### src/rtl/sb_arm_cmd_issuer.sv
// rtl/sb_arm_cmd_issuer.sv - pick/place job initiator for the arm servo controller.
// Optional WAIT_DONE abort counter is built only when SB_ARM_TIMEOUT_EN is defined.
module sb_arm_cmd_issuer #(
   parameter int unsigned TIMEOUT_CYCLES = 300_000_000,
   parameter int unsigned GAP_CYCLES     = 1000,
   parameter logic [5:0]  PICK_CODE      = 6'd0,
   parameter logic [5:0]  PLACE_CODE     = 6'd1
) (
   input  logic       clk,
   input  logic       reset,
   input  logic       req_valid,
   input  logic       req_type,
   output logic       req_ready,
   output logic       arm_start,
   output logic [5:0] arm_movement,
   input  logic [1:0] arm_done,
   output logic       resp_valid,
   output logic [1:0] resp_code,
   output logic       holding,
   output logic       busy
);

   typedef enum logic [2:0] {
      S_IDLE,
      S_ISSUE,
      S_WAIT_DONE,
      S_RELEASE,
      S_RESP
   } state_t;

   localparam logic [1:0]  CODE_OK       = 2'd0;
   localparam logic [1:0]  CODE_TIMEOUT  = 2'd1;
   localparam logic [1:0]  CODE_BAD_DONE = 2'd2;
   localparam logic [1:0]  CODE_REJECTED = 2'd3;
   localparam logic [15:0] GAP_LAST      = 16'(GAP_CYCLES - 1);

   state_t      state;
   state_t      next_state;
   logic        job_type;
   logic [1:0]  code_q;
   logic [1:0]  next_code;
   logic [1:0]  blank_cnt;
   logic [15:0] gap_cnt;

   logic accept;
   logic illegal;
   logic blank_done;
   logic done_hit;
   logic done_ok;
   logic tmo_hit;
   logic gap_last;

   assign accept     = (state == S_IDLE) && req_valid && req_ready;
   assign illegal    = req_type ? !holding : holding;
   assign blank_done = (blank_cnt == 2'd2);
   assign done_hit   = blank_done && (arm_done != 2'd0);
   assign done_ok    = done_hit && (arm_done == (job_type ? 2'd2 : 2'd1));
   assign gap_last   = (gap_cnt == GAP_LAST);

`ifdef SB_ARM_TIMEOUT_EN
   logic [31:0] tmo_cnt;

   assign tmo_hit = (tmo_cnt == 32'(TIMEOUT_CYCLES - 1));

   // Saturates at the terminal count; leaving WAIT_DONE makes further counting moot.
   always_ff @(posedge clk) begin
      if (reset) begin
         tmo_cnt <= 32'd0;
      end else if (state == S_ISSUE) begin
         tmo_cnt <= 32'd0;
      end else if ((state == S_WAIT_DONE) && !tmo_hit) begin
         tmo_cnt <= tmo_cnt + 32'd1;
      end
   end
`else
   assign tmo_hit = 1'b0;
`endif

   always_comb begin
      next_state = state;
      next_code  = code_q;
      case (state)
         S_IDLE: begin
            if (accept) begin
               if (illegal) begin
                  next_state = S_RESP;
                  next_code  = CODE_REJECTED;
               end else begin
                  next_state = S_ISSUE;
               end
            end
         end
         S_ISSUE: next_state = S_WAIT_DONE;
         S_WAIT_DONE: begin
            // A valid done wins over a simultaneous timeout terminal count.
            if (done_hit) begin
               next_state = S_RELEASE;
               next_code  = done_ok ? CODE_OK : CODE_BAD_DONE;
            end else if (tmo_hit) begin
               next_state = S_RELEASE;
               next_code  = CODE_TIMEOUT;
            end
         end
         S_RELEASE: begin
            if (gap_last) begin
               next_state = S_RESP;
            end
         end
         S_RESP:  next_state = S_IDLE;
         default: next_state = S_IDLE;
      endcase
   end

   always_ff @(posedge clk) begin
      if (reset) begin
         state        <= S_IDLE;
         job_type     <= 1'b0;
         code_q       <= CODE_OK;
         blank_cnt    <= 2'd0;
         gap_cnt      <= 16'd0;
         req_ready    <= 1'b1;
         busy         <= 1'b0;
         arm_start    <= 1'b0;
         arm_movement <= 6'd0;
         resp_valid   <= 1'b0;
         resp_code    <= CODE_OK;
         holding      <= 1'b0;
      end else begin
         state     <= next_state;
         code_q    <= next_code;
         req_ready <= (state == S_IDLE) && !accept;
         busy      <= !((state == S_IDLE) && !accept);
         arm_start <= (next_state == S_WAIT_DONE);

         if (accept) begin
            job_type <= req_type;
         end

         if (state == S_ISSUE) begin
            arm_movement <= job_type ? PLACE_CODE : PICK_CODE;
         end

         // Blank window hides a stale done left over from the previous job.
         if (state == S_ISSUE) begin
            blank_cnt <= 2'd0;
         end else if ((state == S_WAIT_DONE) && !blank_done) begin
            blank_cnt <= blank_cnt + 2'd1;
         end

         if ((state == S_WAIT_DONE) && (next_state == S_RELEASE)) begin
            gap_cnt <= 16'd0;
         end else if ((state == S_RELEASE) && !gap_last) begin
            gap_cnt <= gap_cnt + 16'd1;
         end

         resp_valid <= (state == S_RESP);
         if (state == S_RESP) begin
            resp_code <= code_q;
            if (code_q == CODE_OK) begin
               holding <= !job_type;
            end
         end
      end
   end

endmodule

### config.mk
export PLATFORM = sky130hd
export DESIGN_NAME = sb_arm_cmd_issuer
export DESIGN_NICKNAME = d
export VERILOG_FILES = /design/src/rtl/sb_arm_cmd_issuer.sv
export SDC_FILE = /design/constraint.sdc
export NUM_CORES = 1
export LEC_CHECK = 0
export CAP_MARGIN = 10
export CORE_ASPECT_RATIO = 0.5
export CORE_MARGIN = 2
export CORE_UTILIZATION = 23
export CTS_CLUSTER_SIZE = 12
export DETAILED_ROUTE_END_ITERATION = 8
export PLACE_DENSITY_LB_ADDON = 0.2
export SLEW_MARGIN = 20
export SYNTH_ARGS = -nofsm -noshare
export SYNTH_HDL_FRONTEND = slang
export SYNTH_SLANG_ARGS = --single-unit
export TNS_END_PERCENT = 100
### constraint.sdc
create_clock -name clk -period 4.55 [get_ports clk]
set_input_delay 0.455 -clock clk [delete_from_list [all_inputs] [get_ports clk]]
set_output_delay 0.455 -clock clk [all_outputs]
set_load 0.02 [all_outputs]
* Yosys cells after proc, flatten, opt, wreduce, memory -nomap -nowiden
Index checks and enable logic that the tools add are counted.
Word-level totals: bits in registers 37, input bits 6, output and inout bits 13, logic and storage cells 61
Operators by class: add/subtract/negate cells 2, equal/unequal tests 12, muxes and demuxes 13, reduce and logical (&&, ||, !) cells 22
Operators by type and width (number):
- 16-bit by 1-bit adder with 16-bit output (second input constant) | 1
- 16-bit by 10-bit == test with 1-bit output (second input constant) | 1
- 3-bit by 2-bit == test with 1-bit output (second input constant) | 4
- 3-bit two-way mux | 4
- 3-bit one-hot mux with 4 select lines | 1
- 2-bit two-way mux | 5
- 1-bit logical AND | 8
- 1-bit logical NOT | 6
- 2-bit inequality test (second input constant) | 3
- 2-bit one-hot mux with 2 select lines | 1
- 4-bit AND reduction | 1
- 2-bit nonzero test | 2
- 2-bit OR reduction | 2
- 3-bit by 1-bit == test with 1-bit output (second input constant) | 1
- 3-bit == test (second input constant) | 1
- 3-bit logical NOT | 1
- 2-bit by 1-bit adder with 2-bit output (second input constant) | 1
- 2-bit == test | 1
- 2-bit == test (second input constant) | 1
- 2-bit logical NOT | 1
- 1-bit two-way mux | 2
- 2-bit AND reduction | 1

* Depth between registers and ports, before layout
word-level depth 8, depth in mapped cells 6, mapped depth without buffers 6

* Least setup slack after synthesis
No wires, ideal clock.
path kind register -> register, start point register gap_cnt[4], end point register gap_cnt[3], library setup time 0.132 ns, arrival 1.485 ns, data required time 4.418 ns, path slack 2.932 ns, cell stages (with the launch flop) 5, path buffers 0, period minus slack after synthesis 1.618 ns, path through dfxtp_1 > or4_4 > nor4_4 > or4_2 > a21oi_1
On the way: longest elaborated chain between the ends 6, elaborated cells between the ends (all ways) 8, those cells by class 2 x eq/ne; 2 x mux; 4 x reduce/logical
Ends and longest elaborated chain:
- from (decl) | line 43 | logic [15:0] gap_cnt;
- from (signal assigned) | line 153 | gap_cnt <= gap_cnt + 16'd1;
- 16-bit by 10-bit == test with 1-bit output (*) | line 58 | assign gap_last = (gap_cnt == GAP_LAST);
- 3-bit two-way mux | line 105 | if (gap_last) begin
- 3-bit one-hot mux with 4 select lines | line 82 | case (state)
- 3-bit by 2-bit == test with 1-bit output | line 150 | if ((state == S_WAIT_DONE) && (next_state == S_RELEASE)) begin
- 1-bit logical AND | line 150
- 2-bit OR reduction (no source line)
Mark *: on every way between the ends. The rest lies on a longest branch, timed or not. A chain may end at the register's enable or synchronous reset.

* Worst setup path after layout
start point input port reset, end point register gap_cnt[15]
On the way: longest elaborated chain between the ends 1
Ends and longest elaborated chain:
- from (decl) | line 10 | input logic reset,
- 2-bit OR reduction (no source line)
Every way passes these cells.

==> reports/summary.json <==
{
  "timing": {
    "setup_repair_after_global_routing_missed_its_margin": "false",
    "max_slew.worst_pin.slew_ns": 0.505,
    "timing_limited_maximum_frequency_mhz": 496,
    "finClkSkew_ns": 0.00368,
    "final_min_period_over_clock_period": 0.443,
    "fin_worst_hold_slack_ns": 0.484,
    "finalMaxSlewViolations": 0,
    "hold_viol": 0,
    "slew_headroom": 0.662,
    "final_period_minus_worst_setup_slack_ns": 2.01,
    "timing.final.setup_violations": 0,
    "fin_tns_setup_ns": 0
  },
  "synthesis": {
    "synth_cells": 173,
    "netlist_top_cells_area": "dfxtp_1 42%, nand2_1 3.7%, nor2_1 3.7%",
    "synthMostInstantiatedCell": "dfxtp_1",
    "avgSynthCellArea_um2": 8.77,
    "yosys.area.top_type": "dfxtp_1",
    "synth-seq-area-share": 0.422,
    "ys_async_sr_fraction": 0,
    "ys_dominant_reg_cell": "dfxtp_1",
    "synth-warning-count": 0,
    "synth_top_area_share": 0.422,
    "synth_common_cells": "32 x dfxtp_1, 15 x nand2_1, 15 x nor2_1",
    "ys_ff_latch": 32,
    "yosys.cell_types.count": 44,
    "mappedNetlistArea_um2": 1520,
    "synth_enable_flop_cells": 0
  },
  "drt": {
    "drt_first_iter_violations": 28,
    "detail_route.first_pass.iterations": 6,
    "met2_routed_length_mm": 1.32,
    "viasPerCell": 4.44,
    "final_antenna_net_count": 0,
    "drt-met1-wl_mm": 1.65,
    "overall_via_count_from_detail_route": 1220,
    "wl_met3_um": 109,
    "routed.top_layer": "met4",
    "drc": 0,
    "avgRoutedWirePerCell_um": 11.4,
    "finalWirelength_mm": 3.13
  },
  "power": {
    "fin_total_pwr_w": 0.000673,
    "worst_ir_drop_vdd_mv": 0.147,
    "power.density_cell_area_nw_per_um2": 364,
    "leakage_component_of_the_power_nw": 0.659
  },
  "worst_setup_path": {
    "timing.critical_path.required_ns": 4.76,
    "critical_path_class": "primary input to flip-flop",
    "endpoint_kind": "flip-flop",
    "timing.critical_path.from_type": "primary input",
    "cp_data_arrival_time_ns": 2.23,
    "cp_max_fo": 15
  },
  "placed_design": {
    "placed_cells_incl_taps": 268,
    "detailed_place_hpwl_mm": 2.20,
    "io_buffers": 13,
    "gpl.final_weighted_congestion": 0.748
  },
  "global_routing": {
    "grtUsageTotal": 0.0959,
    "antenna_found_initial": 0,
    "grt_pass1_wl_mm": 5.42,
    "grt_pass1_vias": 1179,
    "global_route.overflow_total": 0,
    "grt_start_max_net_pins": 16
  },
  "clock_tree": {
    "total_clock_sinks": 32,
    "clkTransAtPathRegs_ns": 0.05,
    "clkLatencyLatePin_ns": 0.27,
    "cts_tree": "built",
    "ctsHoldBuffers": 0,
    "postCtsResizedCells": 0,
    "post_cts_buffers": 0,
    "clockRootBuffer": "clkbuf_16",
    "cts_inserted_buffers": 5,
    "cts_htree_levels": 2,
    "clk_path_buf_depth": 2
  },
  "floorplanning": {
    "initial_core_util": 0.244,
    "core_um2": 6230,
    "die_y_um": 61.4,
    "boundaryPins": 19,
    "die-width_um": 119,
    "placementRows": 20,
    "die_area_um2": 7300
  },
  "layout": {
    "final_core_utilization": 0.297,
    "areaGrowthSynthToFinish_pct": 21.8,
    "nets": 195,
    "insertedDiodeCount": 0,
    "finish.cell_count_without_fillers": 275,
    "drive_above_1_share": 0.0802
  },
  "run_status": {
    "status": "finished, final reports clean"
  },
  "flow_run": {
    "maxCapViolCount": 0
  },
  "worst_hold_path": {
    "path_class_of_the_lowest_slack_min_delay_path": "flip-flop to flip-flop"
  }
}
==> placed cells by master, fill, tap and decap left out, types with 2 or more instances in the layout <==
cell type,synthesis,final
nor4_1,2,2
xor2_1,5,5
conb_1,1,5
nand2_1,15,15
clkdlybuf4s50_1,0,13
and4_1,3,3
mux2i_1,5,5
a21oi_1,10,10
or2_2,2,2
nand4_1,6,6
clkbuf_16,0,5
nor3_1,3,3
or3_1,3,3
o21a_1,3,3
nor2_1,15,15
or4_1,5,5
o21ai_0,6,6
nor2b_1,2,2
o31ai_1,2,2
and3_1,2,2
inv_1,7,7
nand3_1,6,6
o21ai_1,2,2
dfxtp_1,32,32
xnor2_1,4,4
ha_1,2,2
o211ai_1,3,3
==> metal layers <==
layer  global-route usage  up-vias
li1                     -      641
met1                0.119      555
met2                0.157       19
met3               0.0269        5
met4               0.0510        0
met5                    0        -
==> worst paths after layout <==
kind,startpoint,to,slack (ns),cells past startpoint
setup / recovery,reset,gap_cnt[15],2.54,6
hold reg to reg,code_q[0],code_q[0],0.48,2
hold / removal,code_q[0],code_q[0],0.48,2
setup reg to reg,state[1],gap_cnt[15],2.78,4
==> power by group <==
| group | total, W | switching, W | internal [W] |
|---|---|---|---|
| logic | 0.0000584 | 0.0000319 | 0.0000265 |
| registers | 0.000303 | 0.0000117 | 0.000291 |
| clock network | 0.000311 | 0.000113 | 0.000198 |
==> cell families after synthesis <==
| group | share of synthesized area |
|---|---|
| other | 0.00247 |
| xor gates and xnor gates | 0.0519 |
| buffers and inverters | 0.0602 |
| AOI/OAI and AO/OA | 0.115 |
| DFF | 0.422 |
| and+or+nand+nor | 0.298 |
| muxes | 0.0330 |
| adders and majority gates | 0.0165 |
==> layout make-up <==
class / instances / area, um^2
repair buffers: 14 / 138
inverters: 7 / 26.3
fillers: 667 / 4380
flip-flops and latches: 32 / 641
clock buffers: 6 / 129
clock inverters: 1 / 5.00
well taps: 88 / 110
multi-input cells: 127 / 801
==> worst max-delay path, stage by stage <==
cell and delay [ns]:
clkdlybuf4s50_1 0.66, inv_1 0.22, o21ai_0 0.10, buf_4 0.20, or4_1 0.50, nand2_1 0.08
==> registers in the layout (all words and copies together) (netlist names) <==
| signal | cells |
|---|---|
| holding | 1 |
| resp_valid | 1 |
| gap_cnt | 16 |
| arm_movement | 1 |
| state | 3 |
| blank_cnt | 2 |
| code_q | 2 |
| busy | 1 |
| job_type | 1 |
| resp_code | 2 |
| req_ready | 1 |
| arm_start | 1 |
==> per-stage QoR <==
step	area, um^2	setup WS (ns)
final	1850	2.54
after floorplan	1530	2.93
after global placement	1720	2.26
after global routing	1850	2.39
after detailed placement	1720	2.24
after CTS	1850	2.52
Power figures use the tool's default switching activity.
